$ cat config.mk
export PLATFORM = sky130hd
export DESIGN_NAME = dcache_ctrl
export DESIGN_NICKNAME = d
export VERILOG_FILES = /design/src/rtl/dcache_ctrl_pkg.sv /design/src/rtl/dcache_array.sv /design/src/rtl/dcache_ctrl.sv
export SDC_FILE = /design/constraint.sdc
export NUM_CORES = 1
export LEC_CHECK = 0
export CAP_MARGIN = 20
export CORE_ASPECT_RATIO = 0.8
export CORE_MARGIN = 3
export CORE_UTILIZATION = 30
export DETAILED_ROUTE_END_ITERATION = 8
export GPL_TIMING_DRIVEN = 0
export PLACE_DENSITY = 0.52
export SLEW_MARGIN = 40
export SYNTH_ARGS = -nofsm -noshare
export SYNTH_HDL_FRONTEND = slang
export SYNTH_SLANG_ARGS = --single-unit
$ cat constraint.sdc
create_clock -name CLK -period 4.23 [get_ports CLK]
set_clock_uncertainty 0.1 [all_clocks]
set_input_delay 0.423 -clock CLK [delete_from_list [all_inputs] [get_ports CLK]]
set_output_delay 0.423 -clock CLK [all_outputs]
set_load 0.01 [all_outputs]
$ cat src/rtl/dcache_ctrl_pkg.sv
// Shared definitions for the data cache controller: address field layout,
// block geometry, FSM state encoding and a byte-select helper.
package dcache_ctrl_pkg;

    localparam int ADDR_W     = 8;
    localparam int TAG_W      = 3;
    localparam int IDX_W      = 3;
    localparam int OFF_W      = 2;
    localparam int TAG_LSB    = 5;
    localparam int IDX_LSB    = 2;
    localparam int BLOCK_W    = 32;
    localparam int MEM_ADDR_W = TAG_W + IDX_W;

    typedef enum logic [1:0] {
        ST_IDLE       = 2'd0,
        ST_WRITE_BACK = 2'd1,
        ST_FETCH      = 2'd2,
        ST_UPDATE     = 2'd3
    } state_t;

    // Byte 0 of a block lives in bits [7:0].
    function automatic logic [7:0] block_byte(input logic [BLOCK_W-1:0] blk,
                                              input logic [OFF_W-1:0]   off);
        return blk[{off, 3'b000} +: 8];
    endfunction

endpackage

$ cat src/rtl/dcache_array.sv
// Storage for the direct-mapped cache: per-block valid, dirty, tag and data.
// Lookup is combinational; byte write, block fill and clear-all are
// synchronous. Clear-all only touches valid/dirty, never tag/data.
module dcache_array
    import dcache_ctrl_pkg::*;
#(
    parameter int NBLOCKS     = 8,
    parameter int BLOCK_BYTES = 4
) (
    input  logic                         clk,
    input  logic                         clear_all,
    input  logic [$clog2(NBLOCKS)-1:0]   index,
    input  logic                         byte_we,
    input  logic [$clog2(BLOCK_BYTES)-1:0] offset,
    input  logic [7:0]                   byte_data,
    input  logic                         fill_we,
    input  logic [TAG_W-1:0]             fill_tag,
    input  logic [BLOCK_BYTES*8-1:0]     fill_data,
    output logic                         line_valid,
    output logic                         line_dirty,
    output logic [TAG_W-1:0]             line_tag,
    output logic [BLOCK_BYTES*8-1:0]     line_data
);

    logic [NBLOCKS-1:0]         valid_q;
    logic [NBLOCKS-1:0]         dirty_q;
    logic [TAG_W-1:0]           tag_mem  [NBLOCKS];
    logic [BLOCK_BYTES*8-1:0]   data_mem [NBLOCKS];

    // Status bits: clear-all wins over fill, fill wins over a store.
    always_ff @(posedge clk) begin
        if (clear_all) begin
            valid_q <= '0;
            dirty_q <= '0;
        end else if (fill_we) begin
            valid_q[index] <= 1'b1;
            dirty_q[index] <= 1'b0;
        end else if (byte_we) begin
            dirty_q[index] <= 1'b1;
        end
    end

    // Tag and data contents; not reset.
    always_ff @(posedge clk) begin
        if (fill_we) begin
            tag_mem[index]  <= fill_tag;
            data_mem[index] <= fill_data;
        end else if (byte_we) begin
            data_mem[index][{offset, 3'b000} +: 8] <= byte_data;
        end
    end

    // Combinational lookup of the indexed block.
    always_comb begin
        line_valid = valid_q[index];
        line_dirty = dirty_q[index];
        line_tag   = tag_mem[index];
        line_data  = data_mem[index];
    end

endmodule

$ cat src/rtl/dcache_ctrl.sv
// Direct-mapped, write-back, write-allocate data cache controller.
// Hits complete in the request cycle; misses write back a dirty victim,
// refill the block from dmem and stall the CPU through busywait.
//
// Memory handshake: a request (mem_read or mem_write) is held high with a
// stable mem_address/mem_writedata until a rising edge on which
// mem_busywait is 0; that edge completes the transfer (and for a read,
// captures mem_readdata). The request drops the cycle after. mem_read and
// mem_write are never high together.
module dcache_ctrl
    import dcache_ctrl_pkg::*;
#(
    parameter int NBLOCKS     = 8,
    parameter int BLOCK_BYTES = 4
) (
    input  logic                  CLK,
    input  logic                  RESET,
    input  logic                  read,
    input  logic                  write,
    input  logic [ADDR_W-1:0]     address,
    input  logic [7:0]            writedata,
    output logic [7:0]            readdata,
    output logic                  busywait,
    output logic                  mem_read,
    output logic                  mem_write,
    output logic [MEM_ADDR_W-1:0] mem_address,
    output logic [BLOCK_W-1:0]    mem_writedata,
    input  logic [BLOCK_W-1:0]    mem_readdata,
    input  logic                  mem_busywait,
    output logic [1:0]            state_dbg
);

    state_t               state, next_state;
    logic [TAG_W-1:0]     addr_tag;
    logic [IDX_W-1:0]     addr_idx;
    logic [OFF_W-1:0]     addr_off;
    logic                 line_valid, line_dirty;
    logic [TAG_W-1:0]     line_tag;
    logic [BLOCK_W-1:0]   line_data;
    logic [BLOCK_W-1:0]   fetch_buf;
    logic                 req, hit;
    logic                 byte_we, fill_we;

    assign addr_tag  = address[TAG_LSB +: TAG_W];
    assign addr_idx  = address[IDX_LSB +: IDX_W];
    assign addr_off  = address[OFF_W-1:0];
    assign req       = read | write;
    assign hit       = line_valid && (line_tag == addr_tag);
    assign state_dbg = state;

    dcache_array #(
        .NBLOCKS     (NBLOCKS),
        .BLOCK_BYTES (BLOCK_BYTES)
    ) u_array (
        .clk        (CLK),
        .clear_all  (RESET),
        .index      (addr_idx),
        .byte_we    (byte_we),
        .offset     (addr_off),
        .byte_data  (writedata),
        .fill_we    (fill_we),
        .fill_tag   (addr_tag),
        .fill_data  (fetch_buf),
        .line_valid (line_valid),
        .line_dirty (line_dirty),
        .line_tag   (line_tag),
        .line_data  (line_data)
    );

    // State register.
    always_ff @(posedge CLK) begin
        if (RESET) state <= ST_IDLE;
        else       state <= next_state;
    end

    // Capture the refill block on the edge that completes the fetch.
    always_ff @(posedge CLK) begin
        if (state == ST_FETCH && !mem_busywait) fetch_buf <= mem_readdata;
    end

    // Next-state logic.
    always_comb begin
        next_state = state;
        case (state)
            ST_IDLE: begin
                if (req && !hit) begin
                    if (line_valid && line_dirty) next_state = ST_WRITE_BACK;
                    else                          next_state = ST_FETCH;
                end
            end
            ST_WRITE_BACK: if (!mem_busywait) next_state = ST_FETCH;
            ST_FETCH:      if (!mem_busywait) next_state = ST_UPDATE;
            ST_UPDATE:     next_state = ST_IDLE;
            default:       next_state = ST_IDLE;
        endcase
    end

    // Outputs: memory requests, CPU stall/data, array write strobes.
    // A simultaneous read and write is handled as a write, so no read data.
    always_comb begin
        mem_read      = 1'b0;
        mem_write     = 1'b0;
        mem_address   = '0;
        mem_writedata = '0;
        fill_we       = 1'b0;
        byte_we       = 1'b0;
        readdata      = 8'h00;
        busywait      = req && ((state != ST_IDLE) || !hit);
        case (state)
            ST_IDLE: begin
                byte_we = write && hit;
                if (read && !write && hit) readdata = block_byte(line_data, addr_off);
            end
            ST_WRITE_BACK: begin
                mem_write     = 1'b1;
                mem_address   = {line_tag, addr_idx};
                mem_writedata = line_data;
            end
            ST_FETCH: begin
                mem_read    = 1'b1;
                mem_address = {addr_tag, addr_idx};
            end
            ST_UPDATE: fill_we = 1'b1;
            default: ;
        endcase
    end

endmodule
Word-level counts from Yosys, hierarchy flattened
Memory sizes are Yosys's and may differ from the RTL's.
Index checks and enable logic that the tools add are counted.
{"block": "classes", "n_addsub": 1, "order_cmp": 2, "eq_ne": 7, "shifts": 3, "n_mux": 58, "n_bitwise": 37, "reduce_logical": 17}
{"cell": "32-bit 2-to-1 mux", "count": 2}
{"cell": "1-bit 2-to-1 mux", "count": 43}
{"cell": "1-bit bitwise OR", "count": 33}
{"cell": "8-bit 2-to-1 mux", "count": 4}
{"cell": "8-bit by 7-bit variable shift with 32-bit output (first input constant)", "count": 1}
{"cell": "32-bit by 6-bit variable part select with 8-bit output", "count": 1}
{"cell": "8-bit by 7-bit variable part select with 32-bit output", "count": 1}
{"cell": "8-bit bitwise OR", "count": 2}
{"cell": "6-bit one-hot mux with 2 select lines", "count": 1}
{"cell": "1-bit logical AND", "count": 9}
{"cell": "8-bit AND", "count": 1}
{"cell": "2-bit 2-to-1 mux", "count": 4}
{"cell": "8-bit NOT", "count": 1}
{"cell": "2-bit one-hot mux with 4 select lines", "count": 1}
{"cell": "5-bit negator with 7-bit output", "count": 1}
{"cell": "1-bit binary-select mux with 3-bit select", "count": 2}
{"cell": "2-bit != test (second input constant)", "count": 3}
{"cell": "2-bit equality test (second input constant)", "count": 2}
{"cell": "3-bit by 4-bit < comparator with 1-bit output (second input constant)", "count": 1}
{"cell": "2-bit nonzero test", "count": 2}
{"cell": "1-bit demux with 3-bit select", "count": 1}
{"cell": "3-bit equality test", "count": 1}
{"cell": "3-bit by 1-bit greater-or-equal comparator with 1-bit output (second input constant)", "count": 1}
{"cell": "1-bit zero test", "count": 3}
{"cell": "4 further kinds", "count": 4}
{"block": "totals", "regBits": 50, "ramBits": 280, "inputBits": 53, "output_inout_bits": 51, "n_memories": 2}
{"memory": "u_array.data_mem", "words": 8, "word_bits": 32, "rd": 1, "rd_ports_with_merged_regs": 0, "wr": 1, "line_no": "dcache_array.sv:28", "rtl": "logic [BLOCK_BYTES*8-1:0] data_mem [NBLOCKS];"}
{"memory": "u_array.tag_mem", "words": 8, "word_bits": 3, "rd": 1, "rd_ports_with_merged_regs": 0, "wr": 1, "line_no": "dcache_array.sv:27", "rtl": "logic [TAG_W-1:0] tag_mem [NBLOCKS];"}

Longest topological paths before layout
{"block": "depth", "ltp_word": 9, "ltp_mapped": 11, "depth_no_buf": 6}

Modules after synthesis
Synthesis repeated with hierarchy kept, for this count alone.
{"block": "unflattened", "hier_cells": 715, "hier_area_um2": 13929.6}
{"module": "dcache_array", "instances": 1, "cells_per_inst": 590, "area_each_um2": 12171.7}
{"module": "dcache_ctrl", "instances": 1, "cells_per_inst": 125, "area_each_um2": 1757.9}

Least setup slack after synthesis
OpenSTA, ideal clock, no wires.
{"block": "synth_timing", "path_type": "input to output", "from": "input port address[2]", "to": "output port readdata[1]", "t_arrival_ns": 2.570, "required_ns": 3.707, "path_slack_ns": 1.137, "path_stages": 10, "n_path_buf": 5, "cell_sequence": "buf_4 -> buf_6 -> buf_2 -> buf_2 -> inv_2 -> clkbuf_1 -> a221oi_1 -> o22a_1 -> mux4_2 -> nor4_1"}
{"block": "synth_between", "elab_chain_cells": 6, "elab_cells_between_ends": 10, "cone_classes": "eq/ne (1); shift (1); mux (4); reduce/logical (2); memory (2)"}
{"element": "start: declaration", "line_no": "dcache_ctrl.sv:20", "rtl": "input logic [ADDR_W-1:0] address,"}
{"element": "parallel branches: the longest is 4 deep, another holds memory read 8 x 32 bit"}
{"element": "8-bit 2-to-1 mux (*)", "line_no": "dcache_ctrl.sv:112", "rtl": "if (read && !write && hit) readdata = block_byte(line_data, addr_off);"}
{"element": "8-bit 2-to-1 mux (*)", "line_no": "dcache_ctrl.sv:109", "rtl": "case (state)"}
{"element": "end: declaration", "line_no": "dcache_ctrl.sv:22", "rtl": "output logic [7:0] readdata,"}
Every way passes the cells marked *. The select of a mux whose other input is x is not followed.

Worst setup path after layout
{"block": "layout_timing", "from": "input port address[3]", "to": "output port readdata[1]"}
Same word-level chain as after synthesis.

==> impl_metrics.yaml <==
final_layout:
  final_cells: 1702
  layout-drive-gt1-share: 0.190
  area.growth.synth_to_final_pct: 23.3
  final_common_cell: "edfxtp_1"
  fillers: 4424
  seqCellArea_um2: 9730
  diodes: 0
  multi_input_area_um2: 4210
  final_cell_mix: "edfxtp_1 (312), clkdlybuf4s50_1 (98), mux2i_1 (64)"
  nNetsFinal: 1126
synthesis:
  synth_edf_count: 312
  synthFlopType: "edfxtp_1"
  synth-seq-area-share: 0.685
  synth.net_count: 981
  yosys.area.top_type: "edfxtp_1"
  post_synth_num_cell_types: 54
  syn_avg_cell_area_um2: 15.4
  synth.area.top_cells: "edfxtp_1 (66%), mux2i_1 (4.6%), mux4_2 (4.0%)"
  synth_top_cell_area_share: 0.660
  netlist_area_um2: 14200
  async_flop_share: 0
  yosysWarnings: 0
  synth_cells: 919
  yosys_register_bits: 330
timing:
  min_period_ps: 4190
  tightest_slew_ps: 874
  period_share: 0.990
  whs_ps: 345
  rsz0062_at_grt: "true"
  fmax_mhz: 239
  slew_headroom: 0.414
  setup_viol: 0
  slew_violations: 0
  hold_viol: 0
clocking:
  cts_buffers: 35
  cts_tree: "yes"
  cts_sinks: 330
  clk_pin_slew_ps: 60
  insertion_delay_ps: 530
  cts.path.max_buffers: 3
  h-tree-depth: 2
  cts_root_buf: "clkbuf_16"
hold_path:
  min_to: "fetch_buf[29]"
  hold_path_class: "primary input to register"
  min_path_cells: 1
  worstHoldStart: "mem_readdata[29]"
worst_setup_path:
  crit_path_max_incr_delay_ps: 710
  r2r-start: "u_array.tag_mem[7][2]"
  cp_top_family: "buffers and inverters"
  startpoint_type: "primary input"
  cp_slowest_cell: "nor3_2"
  critPathBufInv: 5
  crit_arrival_ps: 3660
  crit_type: "primary input to output pin"
  reg2regPathDepth: 8
  path_max_fanout: 10
  required_ps: 3710
  reg2reg_to: "u_array.data_mem[5][13]"
  rrSetupSlack_ps: 710
  worstPathCellList: "clkdlybuf4s50_1 -> buf_6 -> buf_8 -> buf_8 -> nor3_2 -> a221oi_2 -> mux4_2 -> nor4_4 -> dlygate4sd2_1"
  timing.critical_path.mode_cell: "buf_8"
  worstSetupEndpointType: "output pin"
run_status:
  outcome: "completed"
grt:
  grt-ovfl-total: 0
  grt_util_all_layers: 0.185
  grt_pass1_wl_um: 66500
  grt_max_degree: 17
  grt_pass1_vias: 8969
  grt_antenna_before_repair: 1
die:
  fp.dieH_um: 201
  die_w_um: 249
  fp-row-count: 70
  io_pins: 104
  core_area_um2: 46200
  initial_core_util: 0.307
  die_area_um2: 50000
drt:
  drtPass1Iterations: 5
  drt_iter0_drc: 901
  wl_per_cell_um: 27.9
  routed_wl_um: 47500
  vias_per_cell: 5.30
  postRouteAntennaNets: 0
  drc: 0
  via_count: 9019
pwr:
  clock_power_share: 0.392
  ir_worst_vdd_v: 0.000206
  p_int_mw: 5.94
  p_per_area_nw_per_um2: 449
  comb_power_share: 0.128
  p_switching_mw: 1.92
  pwr-share-seq: 0.480
  total_power_mw: 7.87
  p_leak_nw: 5.77
  sw_frac_of_total: 0.244
placed_design:
  dp_hpwl_um: 32800
  numPortBuffers: 100
  gp_congestion: 0.874
  dp.cells: 1636
run:
  maxCapViolations: 0
[cell usage after synthesis, types with 13 or more instances]
library cell and count:
edfxtp_1 312, nand2_1 59, nor2_1 33, mux2_2 32, dfxtp_1 18, buf_2 16, clkbuf_1 32, a22oi_1 26
nor2b_1 27, and2_1 24, inv_1 41, mux4_2 25, a221oi_1 41, mux2i_1 65, o22ai_1 13, o21a_1 33
[metrics by stage]
| step | setup slack, ps | utilization | area, um2 | setup TNS [ps] |
|---|---|---|---|---|
| finish | 42.7 | 0.379 | 17500 | 0 |
| global route | -4.40 | 0.379 | 17500 | -4.40 |
| CTS | 8.24 | 0.377 | 17400 | 0 |
| detailed placement | -1050 | 0.348 | 16100 | -243450 |
| global placement | -1570 | 0.345 | 16000 | -322480 |
| floorplan | 1140 | - | 14200 | 0 |
[final cells by class]
type | count | share of cell area
inverters | 43 | 0.00922
well taps | 612 | 0.0437
flip-flops and latches | 330 | 0.556
repair buffers | 109 | 0.0618
plain buffers | 59 | 0.0244
multi-input cells | 486 | 0.241
clock inverters | 14 | 0.00786
clock buffers | 49 | 0.0566
[worst reg2reg max path, delay by kind of cell (launching register included)]
kind / cells / cell delay [ps]
AOI/OAI and AO/OA: 3 / 840
buffers and inverters: 2 / 420
DFF: 1 / 370
muxes: 1 / 170
and+or+nand+nor: 2 / 1230
[sequential cells by signal (all words and copies together) (netlist names), named ones only]
register	count
u_array.data_mem	256
u_array.tag_mem	24
u_array.valid_q	8
state_dbg	2
fetch_buf	32
[worst max-delay path by stage]
stage | endpoint | slack [ps] | from | depth (start not counted)
6_report | readdata[1] | 40 | address[3] | 9
5_1_grt | readdata[3] | -4 | address[3] | 10
4_1_cts | readdata[6] | 8 | address[3] | 10
3_5_place_dp | readdata[1] | -1050 | address[3] | 11
3_3_place_gp | readdata[3] | -1570 | address[3] | 9
2_1_floorplan | readdata[1] | 1140 | address[2] | 10
[logic make-up after synthesis]
group / Yosys count / synth area share
adder cells (fa/ha/maj): 9 / 0.00793
multiplexers: 123 / 0.112
buffers and inverters: 103 / 0.0331
flip-flops: 330 / 0.685
AO/OA/AOI/OAI: 160 / 0.0870
AND/OR/NAND/NOR: 194 / 0.0749
[power by group through the flow]
stage | Clock (mW) | Combinational (mW) | Sequential [mW]
after global routing | 3.26 | 1.07 | 3.78
final | 3.08 | 1.01 | 3.77
after floorplan | 0 | 0.482 | 3.84
after detailed placement | 0 | 0.975 | 3.85
after global placement | 0 | 0.937 | 3.85
after CTS | 3.12 | 1.00 | 3.78
[per-layer routing]
layer / wire length [um] / track usage
met1: 20400 / 0.255
met2: 21400 / 0.288
met4: 1500 / 0.0603
met5: 0 / 0
met3: 4240 / 0.0465
[what timing repair did]
| item | CTS | global route |
|---|---|---|
| resized for setup | 59 | 13 |
| hold buffers | 0 | 0 |
| cloned | 0 | 0 |
| endpoints found under the setup margin | 177 | 6 |
| pin swaps | 3 | 1 |
| buffers inserted | 1 | 3 |
(Power assumes the default switching activity.)
